==> src/rtl/spart_rx_fifo.sv <==
// SPART serial receiver: 8N1 deserialiser with mid-bit sampling feeding a small FWFT FIFO.
// Optional stop-bit checking is enabled by defining SPART_RX_FRAME_CHK_EN.
module spart_rx_fifo #(
  parameter int DEPTH = 4,
  parameter int DIV_W = 13
) (
  input  logic                     clk,
  input  logic                     rst,
  input  logic                     rx,
  input  logic [DIV_W-1:0]         baud_div,
  input  logic                     rd_en,
  output logic [7:0]               rx_data,
  output logic                     rx_valid,
  output logic [$clog2(DEPTH):0]   fifo_count,
  output logic                     overrun,
  output logic                     framing_err
);

  localparam int AW = $clog2(DEPTH);
  localparam int CW = AW + 1;

  localparam logic [1:0] S_IDLE  = 2'd0;
  localparam logic [1:0] S_START = 2'd1;
  localparam logic [1:0] S_DATA  = 2'd2;
  localparam logic [1:0] S_STOP  = 2'd3;

  logic             rx_meta_q, rx_s_q, rx_dly_q;
  logic [1:0]       state_q, state_d;
  logic [DIV_W-1:0] cnt_q, cnt_d;
  logic [DIV_W-1:0] div_q, div_d;
  logic [2:0]       bit_q, bit_d;
  logic [7:0]       shreg_q, shreg_d;
  logic             fall_s, push_s;

  logic [7:0]       mem_q [DEPTH];
  logic [AW-1:0]    wr_ptr_q, rd_ptr_q;
  logic [CW-1:0]    count_q, count_d;
  logic             overrun_q;
  logic             full_s, pop_s, wr_s, drop_s;

  assign fall_s = rx_dly_q & ~rx_s_q;

`ifdef SPART_RX_FRAME_CHK_EN
  logic stop_bad_s;
  logic framing_err_q;
`endif

  // Line synchroniser and edge-detect delay stage (idle level is high).
  always_ff @(posedge clk) begin
    if (rst) begin
      rx_meta_q <= 1'b1;
      rx_s_q    <= 1'b1;
      rx_dly_q  <= 1'b1;
    end else begin
      rx_meta_q <= rx;
      rx_s_q    <= rx_meta_q;
      rx_dly_q  <= rx_s_q;
    end
  end

  // Frame FSM: half-divisor wait to start-bit centre, then full-divisor steps.
  always_comb begin
    state_d = state_q;
    cnt_d   = cnt_q;
    div_d   = div_q;
    bit_d   = bit_q;
    shreg_d = shreg_q;
    push_s  = 1'b0;
`ifdef SPART_RX_FRAME_CHK_EN
    stop_bad_s = 1'b0;
`endif
    case (state_q)
      S_IDLE: begin
        if (fall_s) begin
          div_d   = baud_div;
          cnt_d   = (baud_div >> 1) - DIV_W'(1);
          state_d = S_START;
        end else begin
          state_d = S_IDLE;
        end
      end
      S_START: begin
        if (cnt_q == {DIV_W{1'b0}}) begin
          if (rx_s_q) begin
            state_d = S_IDLE;
          end else begin
            cnt_d   = div_q - DIV_W'(1);
            bit_d   = 3'd0;
            state_d = S_DATA;
          end
        end else begin
          cnt_d = cnt_q - DIV_W'(1);
        end
      end
      S_DATA: begin
        if (cnt_q == {DIV_W{1'b0}}) begin
          shreg_d = {rx_s_q, shreg_q[7:1]};
          cnt_d   = div_q - DIV_W'(1);
          bit_d   = bit_q + 3'd1;
          if (bit_q == 3'd7) begin
            state_d = S_STOP;
          end else begin
            state_d = S_DATA;
          end
        end else begin
          cnt_d = cnt_q - DIV_W'(1);
        end
      end
      S_STOP: begin
        if (cnt_q == {DIV_W{1'b0}}) begin
          state_d = S_IDLE;
`ifdef SPART_RX_FRAME_CHK_EN
          if (rx_s_q) begin
            push_s = 1'b1;
          end else begin
            stop_bad_s = 1'b1;
          end
`else
          push_s = 1'b1;
`endif
        end else begin
          cnt_d = cnt_q - DIV_W'(1);
        end
      end
      default: begin
        state_d = S_IDLE;
      end
    endcase
  end

  // FIFO control: a pop in the same cycle frees the slot for a push into a full FIFO.
  always_comb begin
    full_s  = (count_q == CW'(DEPTH));
    pop_s   = rd_en & (count_q != {CW{1'b0}});
    wr_s    = push_s & (~full_s | pop_s);
    drop_s  = push_s & full_s & ~pop_s;
    count_d = count_q;
    case ({wr_s, pop_s})
      2'b10:   count_d = count_q + CW'(1);
      2'b01:   count_d = count_q - CW'(1);
      default: count_d = count_q;
    endcase
  end

  // State, datapath and FIFO registers.
  always_ff @(posedge clk) begin
    if (rst) begin
      state_q   <= S_IDLE;
      cnt_q     <= {DIV_W{1'b0}};
      div_q     <= {DIV_W{1'b0}};
      bit_q     <= 3'd0;
      shreg_q   <= 8'h00;
      wr_ptr_q  <= {AW{1'b0}};
      rd_ptr_q  <= {AW{1'b0}};
      count_q   <= {CW{1'b0}};
      overrun_q <= 1'b0;
      for (int i = 0; i < DEPTH; i++) begin
        mem_q[i] <= 8'h00;
      end
    end else begin
      state_q   <= state_d;
      cnt_q     <= cnt_d;
      div_q     <= div_d;
      bit_q     <= bit_d;
      shreg_q   <= shreg_d;
      count_q   <= count_d;
      overrun_q <= drop_s;
      if (wr_s) begin
        mem_q[wr_ptr_q] <= shreg_q;
        wr_ptr_q        <= wr_ptr_q + AW'(1);
      end
      if (pop_s) begin
        rd_ptr_q <= rd_ptr_q + AW'(1);
      end
    end
  end

`ifdef SPART_RX_FRAME_CHK_EN
  // Framing error pulse register.
  always_ff @(posedge clk) begin
    if (rst) begin
      framing_err_q <= 1'b0;
    end else begin
      framing_err_q <= stop_bad_s;
    end
  end
  assign framing_err = framing_err_q;
`else
  assign framing_err = 1'b0;
`endif

  assign rx_data    = mem_q[rd_ptr_q];
  assign rx_valid   = (count_q != {CW{1'b0}});
  assign fifo_count = count_q;
  assign overrun    = overrun_q;

endmodule
==> config.mk <==
export PLATFORM = sky130hd
export DESIGN_NAME = spart_rx_fifo
export DESIGN_NICKNAME = d
export VERILOG_FILES = /design/src/rtl/spart_rx_fifo.sv
export SDC_FILE = /design/constraint.sdc
export NUM_CORES = 1
export LEC_CHECK = 0
export BUFFER_PORTS_ARGS = -buffer_cell sky130_fd_sc_hd__buf_2
export CAP_MARGIN = 10
export CORE_MARGIN = 10
export CORE_UTILIZATION = 30
export CTS_CLUSTER_SIZE = 16
export DETAILED_ROUTE_END_ITERATION = 16
export RECOVER_POWER = 25
export SYNTH_ARGS = -nofsm -noshare
export SYNTH_HDL_FRONTEND = slang
export SYNTH_SLANG_ARGS = --single-unit
==> constraint.sdc <==
create_clock -name clk -period 4 [get_ports clk]
set_input_delay 0.2 -clock clk [delete_from_list [all_inputs] [get_ports clk]]
set_output_delay 0.2 -clock clk [all_outputs]
set_load 0.01 [all_outputs]
==> summary.md, run 1 <==
| Metric | Value |
|---|---|
| Status | finished with violations |
| Failing checks | capacitance limit, slew limit |
| Synth Cell Area | 4500 um^2 |
| Post-synth EDFFs | 32 |
| Leading area contributor after synthesis | dfxtp_1 |
| Vias | 3603 |
| Setup tns final | 0 ps |
| Root Driver | clkbuf_16 |
| DRC violations left | 0 |
| Max Slew Vio Count | 53 |
| Layout cells sized above 1 | 0.123 |
| GRT Util Overall | 0.106 |
| Tmin final | 3000 ps |
| Clock Tree Buf Depth | 2 |
| Total power | 2.08 mW |
| Ant diodes | 0 |
| Hold buffer count at cts | 0 |
| Die X | 143 um |
| Post-synthesis sequential area ratio | 0.445 |
| RePlAce Congestion | 0.902 |
| Largest stage delay, worst path | 630 ps |
| TritonRoute pass-1 iters | 6 |
| Most instantiated cells after synthesis | nand2_1 (71), dfxtp_1 (52), a21oi_1 (48) |
| Fin. Hold Viols | 0 |
| Core Footprint | 14600 um^2 |
| Count of different cell masters after synthesis | 62 |
| CTS tree | built |
| Worst Path Class, Setup | reg -> reg |
| Postcts setup bufs | 0 |
| Syn Inst Count | 487 |
| Final setup fails | 0 |
| Largest cells by area after synthesis | dfxtp_1 (23%), edfxtp_1 (21%), nand2_1 (5.9%) |
| Min-Delay Path Class | in -> reg |
| Fillers | 1536 |
| Max-cap violations | 1 |
| Vias in the first global route | 3535 |
| Worst path cell trace | nor4_2 -> nand3_1 -> o211ai_2 -> buf_4 -> nor4_1 -> a31oi_1 -> o41ai_1 |
| Num CTS Buffers | 9 |
| Slew margin rel. | -0.543 |
| Fmax | 0.333 GHz |
| Measured slew at the worst slew-check pin | 2310 ps |
| Seq cells post-synth | 84 |
| Ys Warns | 0 |
| Critical Path Start Type | register |
| Largest net degree at the start of global routing | 53 |
| Worst-path clk slew | 60 ps |
| Initial antenna violation count | 0 |
| Drt wl/cell | 15.4 um |
| Die ar. | 20300 um^2 |
| Top-Level Pins | 31 |
| RSZ-0062 raised after global routing | false |
| I/O Buffers | 29 |
| Maximum VDD drop | 210 uV |
| Die height | 143 um |
| Drt total wl | 10700 um |
| Vias per cell | 5.18 |
| Detail Route Antenna Nets | 0 |
| Clk_lat worst skew | 340 ps |
| Initial core utilization | 0.308 |
| H-tree Lvls | 3 |
| Area delta synth->final | 11.7% |
| Critical path endpoint category | register |
| Crit path arrival time | 3140 ps |
| Clock net sink count | 84 |
| Post-detail-place hpwl | 7760 um |
| Row count | 44 |
| DRT iter0 DRCs | 336 |
| Total Nets Final | 537 |
| Syn Nets | 517 |
| Overflow after GRT | 0 |
| Most frequently used flop master after synthesis | dfxtp_1 |
| Skew final | 4.70 ps |
| Syn avg cell area | 9.25 um^2 |
| Top cell type's share of synthesized area | 0.231 |
| Final Cycle Share | 0.750 |
| Most frequent cell after synthesis | nand2_1 |
| Worst-path fanout max | 14 |
| Global-route wire length before repair | 17400 um |
| CP top delay family | simple AND/OR/NAND/NOR gates |
| Critical Path RT | 4140 ps |
| PostCTS Resize Cnt | 0 |
| P per Cell Area | 414 nW/um^2 |
| Synth async-reset ratio | 0 |
| Master of the slowest instance on the critical path | nor4_2 |
| Leakage | 1.81 nW |
| CP Buf/Inv Count | 1 |
[logic make-up (layout without fill, tap and decap cells)]
family	after synthesis	count (layout)	share of synthesized area
AO/OA/AOI/OAI	94	94	0.131
XOR/XNOR	33	33	0.0642
adder cells (fa/ha/maj)	13	13	0.0378
buffers and inverters	51	76	0.0547
flip-flops	84	84	0.445
multiplexers	8	8	0.0400
other	1	1	0.000833
AND/OR/NAND/NOR	203	203	0.226
[cell type report]
| class | instances | area, um^2 | area share |
|---|---|---|---|
| multi-input combinational | 352 | 2250 | 0.448 |
| tap | 184 | 230 | 0.0458 |
| clock inverter | 7 | 57.6 | 0.0114 |
| inverter | 26 | 97.6 | 0.0194 |
| clock buffer | 9 | 225 | 0.0448 |
| sequential | 84 | 2000 | 0.398 |
| timing repair buffer | 34 | 164 | 0.0326 |
[metrics by stage]
| stage | utilization | area (um^2) | setup slack, ps | instances | hold WS (ps) |
|---|---|---|---|---|---|
| 5_1_grt | 0.344 | 5030 | 768 | 696 | 35.3 |
| 6_report | 0.344 | 5030 | 998 | 696 | 43.4 |
| 4_1_cts | 0.345 | 5050 | 1150 | 696 | 32.8 |
| 3_3_place_gp | 0.326 | 4770 | 1320 | 680 | 392 |
| 3_5_place_dp | 0.326 | 4770 | 1160 | 680 | 394 |
| 2_1_floorplan | - | 4500 | 1480 | 487 | 304 |
[path summary, 6_finish.rpt]
path	cells past startpoint	slack [ps]	to	from
worst max-delay path	7	1000	cnt_q[9]	cnt_q[7]
worst min-delay path	2	40	rx_meta_q	rx
worst max register to register	7	1000	cnt_q[9]	cnt_q[7]
worst min register to register	1	410	rx_s_q	rx_meta_q
[state kept, by name, summed over array words and instances, names as in the netlist, named ones only]
name	cells
overrun	1
mem_q	32
state_q	1
rx_s_q	1
bit_q	3
wr_ptr_q	2
fifo_count	3
rx_dly_q	1
cnt_q	13
div_q	13
rd_ptr_q	2
rx_meta_q	1
shreg_q	8
[report_power, final]
part / internal, mW / switching [mW]
logic: 0.126 / 0.217
clock network: 0.429 / 0.368
registers: 0.913 / 0.0278
total: 1.47 / 0.613
[layer usage]
metal | part of all wire | GRT usage
met5 | 0 | 0
met4 | 0.027 | 0.0445
met3 | 0.056 | 0.0347
met2 | 0.47 | 0.174
met1 | 0.45 | 0.125
[cell usage in the layout (no fill, tap or decap), types with 3 or more instances in the layout]
master     Yosys  routed
edfxtp_1      32      32
nand4b_1       3       3
and2_1        10      10
or2_2          5       5
a221o_1        3       3
nand3_1       24      24
a31oi_1        3       3
dfxtp_1       52      52
o211ai_1       4       4
nand2b_1       5       5
nor2_1        39      39
nor4_1         8       8
mux4_2         8       8
nand2_1       71      71
o22ai_1        3       3
xnor2_1       15      15
o21ai_0        9       9
xor2_1        18      18
or3_1          4       4
inv_1         24      24
clkbuf_16      0       9
clkbuf_1      13      13
buf_4          1       4
ha_1          12      12
o31ai_1        5       5
a21oi_1       48      48
buf_2          3      17
nor3_1        11      11
Note: power is estimated with default switching activity, not from simulation.
==> run 2: changes to the inputs <==
- clock period: 4 -> 2.9 ns (I/O delays scaled with it)
==> run 2 against run 1 <==
  * The run still ends with capacitance limit, slew limit left
  * Clock power rose by 58%
  * Cell count rose by 1.1%
  * Worst setup slack got worse by 780 ps
  * Sequential cell count did not move
  * Critical path type unchanged
  * Via count fell by 1.3%
  * Design area rose by 2.1%
==> summary.md, run 2 (same netlist as run 1, synthesis figures left out) <==
| Metric | Value |
|---|---|
| P_sw | 0.843 mW (+37%) |
| Largest Register | mem_q |
| Maximum VDD drop | 263 uV (+25%) |
| Dpl cell area | 4820 um^2 (+1.1%) |
| Global-route wire length before repair | 17800 um (+2.2%) |
| Worst flop-to-flop path startpoint | fifo_count[0] |
| Core Footprint | 14600 um^2 (unchanged) |
| Critical Path RT | 3140 ps (-1000 ps) |
| Initial core utilization | 0.308 (unchanged) |
| GRT Util Overall | 0.109 (+0.00306) |
| Layout cells sized above 1 | 0.137 (+0.0135) |
| Setup tns final | 0 ps (unchanged) |
| Max-cap violations | 1 (unchanged) |
| TritonRoute pass-1 iters | 4 (-2) |
| Ant diodes | 0 (unchanged) |
| Worst-path fanout max | 5 (-9) |
| Critical Path Start Type | register |
| Tmin final | 2680 ps (-318 ps) |
| Vias | 3557 (-1.3%) |
| Worst Path Class, Setup | reg -> reg |
| Final instance area | 5140 um^2 (+2.1%) |
| Row count | 44 (unchanged) |
| RePlAce Congestion | 0.892 (-1.1%) |
| Clk_lat worst skew | 350 ps (about the same) |
| Path depth of the worst reg2reg path | 9 (+2) |
| Drt wl/cell | 15.5 um (+0.74%) |
| CTS tree | built |
| Post-detail-place hpwl | 7800 um (+0.53%) |
| Initial antenna violation count | 0 (unchanged) |
| Final Cycle Share | 0.925 (+0.175) |
| Most frequent cells in the layout | nand2_1 (71), dfxtp_1 (52), a21oi_1 (48), nor2_1 (39), edfxtp_1 (32) |
| Top-Level Pins | 31 (unchanged) |
| Seq pwr share | 0.425 (-0.027) |
| Largest register FFs | 32 (unchanged) |
| Worst min-delay path endpoint | div_q[0] |
| Die height | 143 um (unchanged) |
| Die ar. | 20300 um^2 (unchanged) |
| Commonest non-fill, non-tap cell in the layout | nand2_1 |
| Failing checks | capacitance limit, slew limit |
| Num CTS Buffers | 9 (unchanged) |
| Final setup fails | 0 (unchanged) |
| Clock net sink count | 84 (unchanged) |
| Worst hold start | baud_div[0] |
| RR Endpoint | fifo_count[2] |
| Drt total wl | 10900 um (+1.9%) |
| Switching share of power | 0.276 (-0.0183) |
| Clock Power Share | 0.414 (+0.031) |
| Clock Tree Buf Depth | 2 (unchanged) |
| Vias in the first global route | 3588 (+1.5%) |
| Worst Hold Depth | 3 (+1) |
| Leakage | 1.87 nW (+3.6%) |
| Skew final | 7.05 ps (+2.35 ps) |
| Min-Delay Path Class | in -> reg |
| DRT iter0 DRCs | 336 (unchanged) |
| Crit path arrival time | 2930 ps (-210 ps) |
| Area delta synth->final | 14.1% |
| Largest net degree at the start of global routing | 53 (unchanged) |
| Detail Route Antenna Nets | 0 (unchanged) |
| Int Pwr | 2.21 mW (+50%) |
| PostCTS Resize Cnt | 0 (unchanged) |
| RSZ-0062 raised after global routing | false |
| Top flop regs | mem_q (32), cnt_q (13), div_q (13) |
| I/O Buffers | 29 (unchanged) |
| Overflow after GRT | 0 (unchanged) |
| DRC violations left | 0 (unchanged) |
| Die X | 143 um (unchanged) |
| H-tree Lvls | 3 (unchanged) |
| Vias per cell | 5.05 (-2.4%) |
| Combinational fraction of design power | 0.161 (-0.004) |
| Fmax | 0.373 GHz (+12%) |
| Root Driver | clkbuf_16 |
| Critical path endpoint category | register |
| Slew margin rel. | -0.583 (-0.0405) |
| Reg-to-reg setup timing slack | 220 ps (-780 ps) |
| Total Nets Final | 545 (+1.5%) |
| Measured slew at the worst slew-check pin | 2370 ps (+60.8 ps) |
| Fin. Hold Viols | 0 (unchanged) |
| Status | finished with violations |
| Max Slew Vio Count | 53 (unchanged) |
| Worst-path clk slew | 60 ps (about the same) |
| P per Cell Area | 594 nW/um^2 (+44%) |
run 2: cell type report:
cell class,count,area [um^2]
fillers,1492,9510
clock buffers,10,229
well taps,184,230
multi-input cells,352,2250
flip-flops and latches,84,2000
clock inverters,6,96.3
inverters,26,97.6
repair buffers,42,229
run 2: critical path: stages (launching register included):
cell,delay (ps)
dfxtp_1,340
or4b_2,730
nor2b_1,180
inv_1,90
ha_1,180
inv_1,60
fa_1,380
xor2_1,160
or3_1,310
a21oi_1,150
run 2: timing repair:
action / in CTS / in global routing
hold buffers: 1 / 0
setup buffers: 0 / 0
endpoints found under the hold margin: 1 / 0
run 2: per-layer routing:
layer	up-vias	track usage	share of wire	wire, um
met5	-	0	0	0
met4	0	0.0407	0.017	180
met3	17	0.0264	0.043	473
met2	79	0.185	0.49	5380
met1	1678	0.131	0.45	4880
li1	1783	-	-	-
run 2: how the worst max path moves through the flow:
stage	from	to	slack, ps	cells after the start
3_5_place_dp	fifo_count[0]	fifo_count[2]	270	9
6_report	fifo_count[0]	fifo_count[2]	220	9
5_1_grt	cnt_q[7]	fifo_count[2]	30	10
4_1_cts	fifo_count[0]	fifo_count[2]	240	9
2_1_floorplan	fifo_count[0]	fifo_count[2]	380	9
3_3_place_gp	fifo_count[0]	fifo_count[2]	370	9
run 2: power by group through the flow:
stage	clock, mW	sequential (mW)	combinational (mW)
final	1.26	1.30	0.490
after global routing	1.33	1.30	0.538
after CTS	1.29	1.30	0.487
after detailed placement	0	1.32	0.481
after global placement	0	1.32	0.480
after floorplan	0	1.31	0.363
run 2: metrics by stage:
stage	worst slack [ps]	util	cells	power (mW)	hold slack (ps)
floorplan	378	-	487	1.67	249
global placement	370	0.329	687	1.80	333
detailed placement	266	0.329	687	1.80	334
CTS	239	0.352	704	3.07	26.8
global route	33.6	0.351	704	3.17	79.7
finish	217	0.351	704	3.05	40.1
==> run 3: changes to the inputs <==
--- a/config.mk
+++ b/config.mk
@@ -8,8 +8,11 @@
 export BUFFER_PORTS_ARGS = -buffer_cell sky130_fd_sc_hd__buf_2
 export CAP_MARGIN = 10
+export CELL_PAD_IN_SITES_DETAIL_PLACEMENT = 0
+export CELL_PAD_IN_SITES_GLOBAL_PLACEMENT = 1
 export CORE_MARGIN = 10
 export CORE_UTILIZATION = 30
 export CTS_CLUSTER_SIZE = 16
 export DETAILED_ROUTE_END_ITERATION = 16
+export PLACE_DENSITY_LB_ADDON = 0.1
 export RECOVER_POWER = 25
 export SYNTH_ARGS = -nofsm -noshare
==> constraint.sdc (replaced) <==
create_clock -name clk -period 2.9 [get_ports clk]
set_input_delay 0.29 -clock clk [delete_from_list [all_inputs] [get_ports clk]]
set_output_delay 0.29 -clock clk [all_outputs]
set_load 0.01 [all_outputs]
==> run 3 against run 2 <==
  * The run now ends clean
  * Wire length increased by 4.3%
  * Clock power decreased by 14%
  * Worst setup slack improved by 39 ps
==> summary.md, run 3 (same netlist as run 1, synthesis figures left out) <==
| Metric | Value |
|---|---|
| Dpl cell area | 4830 um^2 (+0.31%) |
| Vias in the first global route | 3424 (-4.6%) |
| Final instance area | 5090 um^2 (-0.88%) |
| Num CTS Buffers | 9 (unchanged) |
| Critical path endpoint category | register |
| Reg-to-reg setup timing slack | 260 ps (+40 ps) |
| RR Endpoint | fifo_count[2] |
| Setup tns final | 0 ps (unchanged) |
| Total Nets Final | 546 (+0.18%) |
| Max Slew Vio Count | 0 (-100%) |
| RSZ-0062 raised after global routing | false |
| Maximum VDD drop | 341 uV (+30%) |
| PostCTS Resize Cnt | 0 (unchanged) |
| Worst hold start | rx |
| Worst flop-to-flop path startpoint | fifo_count[0] |
| Initial core utilization | 0.308 (unchanged) |
| Skew final | 7.09 ps (+0.0432 ps) |
| Final Cycle Share | 0.912 (-0.0133) |
| Worst min-delay path endpoint | rx_meta_q |
| Postcts setup bufs | 0 (unchanged) |
| Vias per cell | 4.95 (-2.0%) |
| Fmax | 0.378 GHz (+1.5%) |
| Worst Hold Depth | 2 (-1) |
| Commonest non-fill, non-tap cell in the layout | nand2_1 |
| Clock net sink count | 84 (unchanged) |
| Most frequent cells in the layout | nand2_1 (71), dfxtp_1 (52), a21oi_1 (48), nor2_1 (39), edfxtp_1 (32) |
| Max-cap violations | 0 (-1) |
| Initial antenna violation count | 0 (unchanged) |
| Drt wl/cell | 16.1 um (+4.2%) |
| Worst Path Class, Setup | reg -> reg |
| Fin. Hold Viols | 0 (unchanged) |
| Clk_lat worst skew | 350 ps (about the same) |
| Layout cells sized above 1 | 0.146 (+0.00933) |
| TritonRoute pass-1 iters | 4 (unchanged) |
| Largest net degree at the start of global routing | 53 (unchanged) |
| Overflow after GRT | 0 (unchanged) |
| Drt total wl | 11400 um (+4.3%) |
| Largest register FFs | 32 (unchanged) |
| H-tree Lvls | 3 (unchanged) |
| Top flop regs | mem_q (32), cnt_q (13), div_q (13) |
| Tmin final | 2640 ps (-38.7 ps) |
| Worst-path clk slew | 60 ps (about the same) |
| Final setup fails | 0 (unchanged) |
| Status | finished, final reports clean |
| Top-Level Pins | 31 (unchanged) |
| Die ar. | 20300 um^2 (unchanged) |
| Area delta synth->final | 13.1% |
| RePlAce Congestion | 0.767 (-14%) |
| Global-route wire length before repair | 18900 um (+5.9%) |
| DRC violations left | 0 (unchanged) |
| Critical Path RT | 3160 ps (+20 ps) |
| GRT Util Overall | 0.117 (+0.00820) |
| Largest Register | mem_q |
| Measured slew at the worst slew-check pin | 1180 ps (-1200 ps) |
| Slew margin rel. | 0.216 (+0.799) |
| Leakage | 1.86 nW (-0.56%) |
| Min-Delay Path Class | in -> reg |
| Crit path arrival time | 2900 ps (-30 ps) |
| Path depth of the worst reg2reg path | 9 (unchanged) |
| Core Footprint | 14600 um^2 (unchanged) |
| Detail Route Antenna Nets | 0 (unchanged) |
| Worst-path fanout max | 5 (unchanged) |
| I/O Buffers | 29 (unchanged) |
| Clock Tree Buf Depth | 2 (unchanged) |
| Row count | 44 (unchanged) |
| CTS tree | built |
| Root Driver | clkbuf_16 |
| P per Cell Area | 566 nW/um^2 (-4.7%) |
| Die X | 143 um (unchanged) |
| DRT iter0 DRCs | 214 (-36%) |
| Die height | 143 um (unchanged) |
| Critical Path Start Type | register |
| Hold buffer count at cts | 0 (-1) |
| Post-detail-place hpwl | 8340 um (+6.9%) |
| Ant diodes | 0 (unchanged) |
| Vias | 3490 (-1.9%) |
[run 3: cell count changes in the layout (fill, tap and decap cells not counted), sizes merged]
cell	previous run	this run
buf	30	34
bufinv	2	0
clkbuf	21	19
clkinv	3	5
dlygate4sd3	1	0
[run 3: report_power, final]
| part | leakage [nW] | switching (mW) | internal [mW] | total [mW] |
|---|---|---|---|---|
| Combinational | 0.978 | 0.314 | 0.189 | 0.503 |
| Clock | 0.133 | 0.493 | 0.588 | 1.08 |
| Sequential | 0.752 | 0.0374 | 1.26 | 1.30 |
[run 3: cell type report]
cell class                 count  area [um^2]
clock buffer                  10          229
clock inverter                 6         47.5
fill                        1539         9550
inverter                      26         97.6
multi-input combinational    352         2250
sequential                    84         2000
tap                          184          230
timing repair buffer          43          233
[run 3: per-layer routing]
layer | track usage | vias to the layer above | wire length (um)
li1 | - | 1784 | -
met3 | 0.0394 | 6 | 566
met5 | 0 | - | 0
met4 | 0.0261 | 0 | 101
met2 | 0.197 | 66 | 5420
met1 | 0.143 | 1634 | 5300
[run 3: worst max path at each step]
| stage | start | to | slack, ps | cells past startpoint |
|---|---|---|---|---|
| after floorplan | fifo_count[0] | fifo_count[2] | 380 | 9 |
| after global placement | rd_en | fifo_count[2] | 340 | 10 |
| after detailed placement | fifo_count[0] | fifo_count[2] | 280 | 9 |
| after CTS | fifo_count[0] | fifo_count[2] | 260 | 9 |
| after global routing | fifo_count[0] | fifo_count[2] | 90 | 9 |
| final | fifo_count[0] | fifo_count[2] | 260 | 9 |
[run 3: through the flow]
step                      hold slack [ps]  total power, mW  cells   util  worst slack (ps)
after floorplan                       389             1.67    487      -               378
after global placement                393             1.83    689  0.330               339
after detailed placement              395             1.83    689  0.330               277
after CTS                             111             2.94    705  0.349               259
after global routing                  124             3.04    705  0.348              94.5
final                                 127             2.88    705  0.348               255
[run 3: critical path, stage by stage (launching register included)]
cell and delay (ps):
dfxtp_1 350, or4b_2 740, nor2b_1 180, inv_1 90, ha_1 180, inv_1 60, fa_1 370, xor2_1 150
or3_1 300, a21oi_1 140
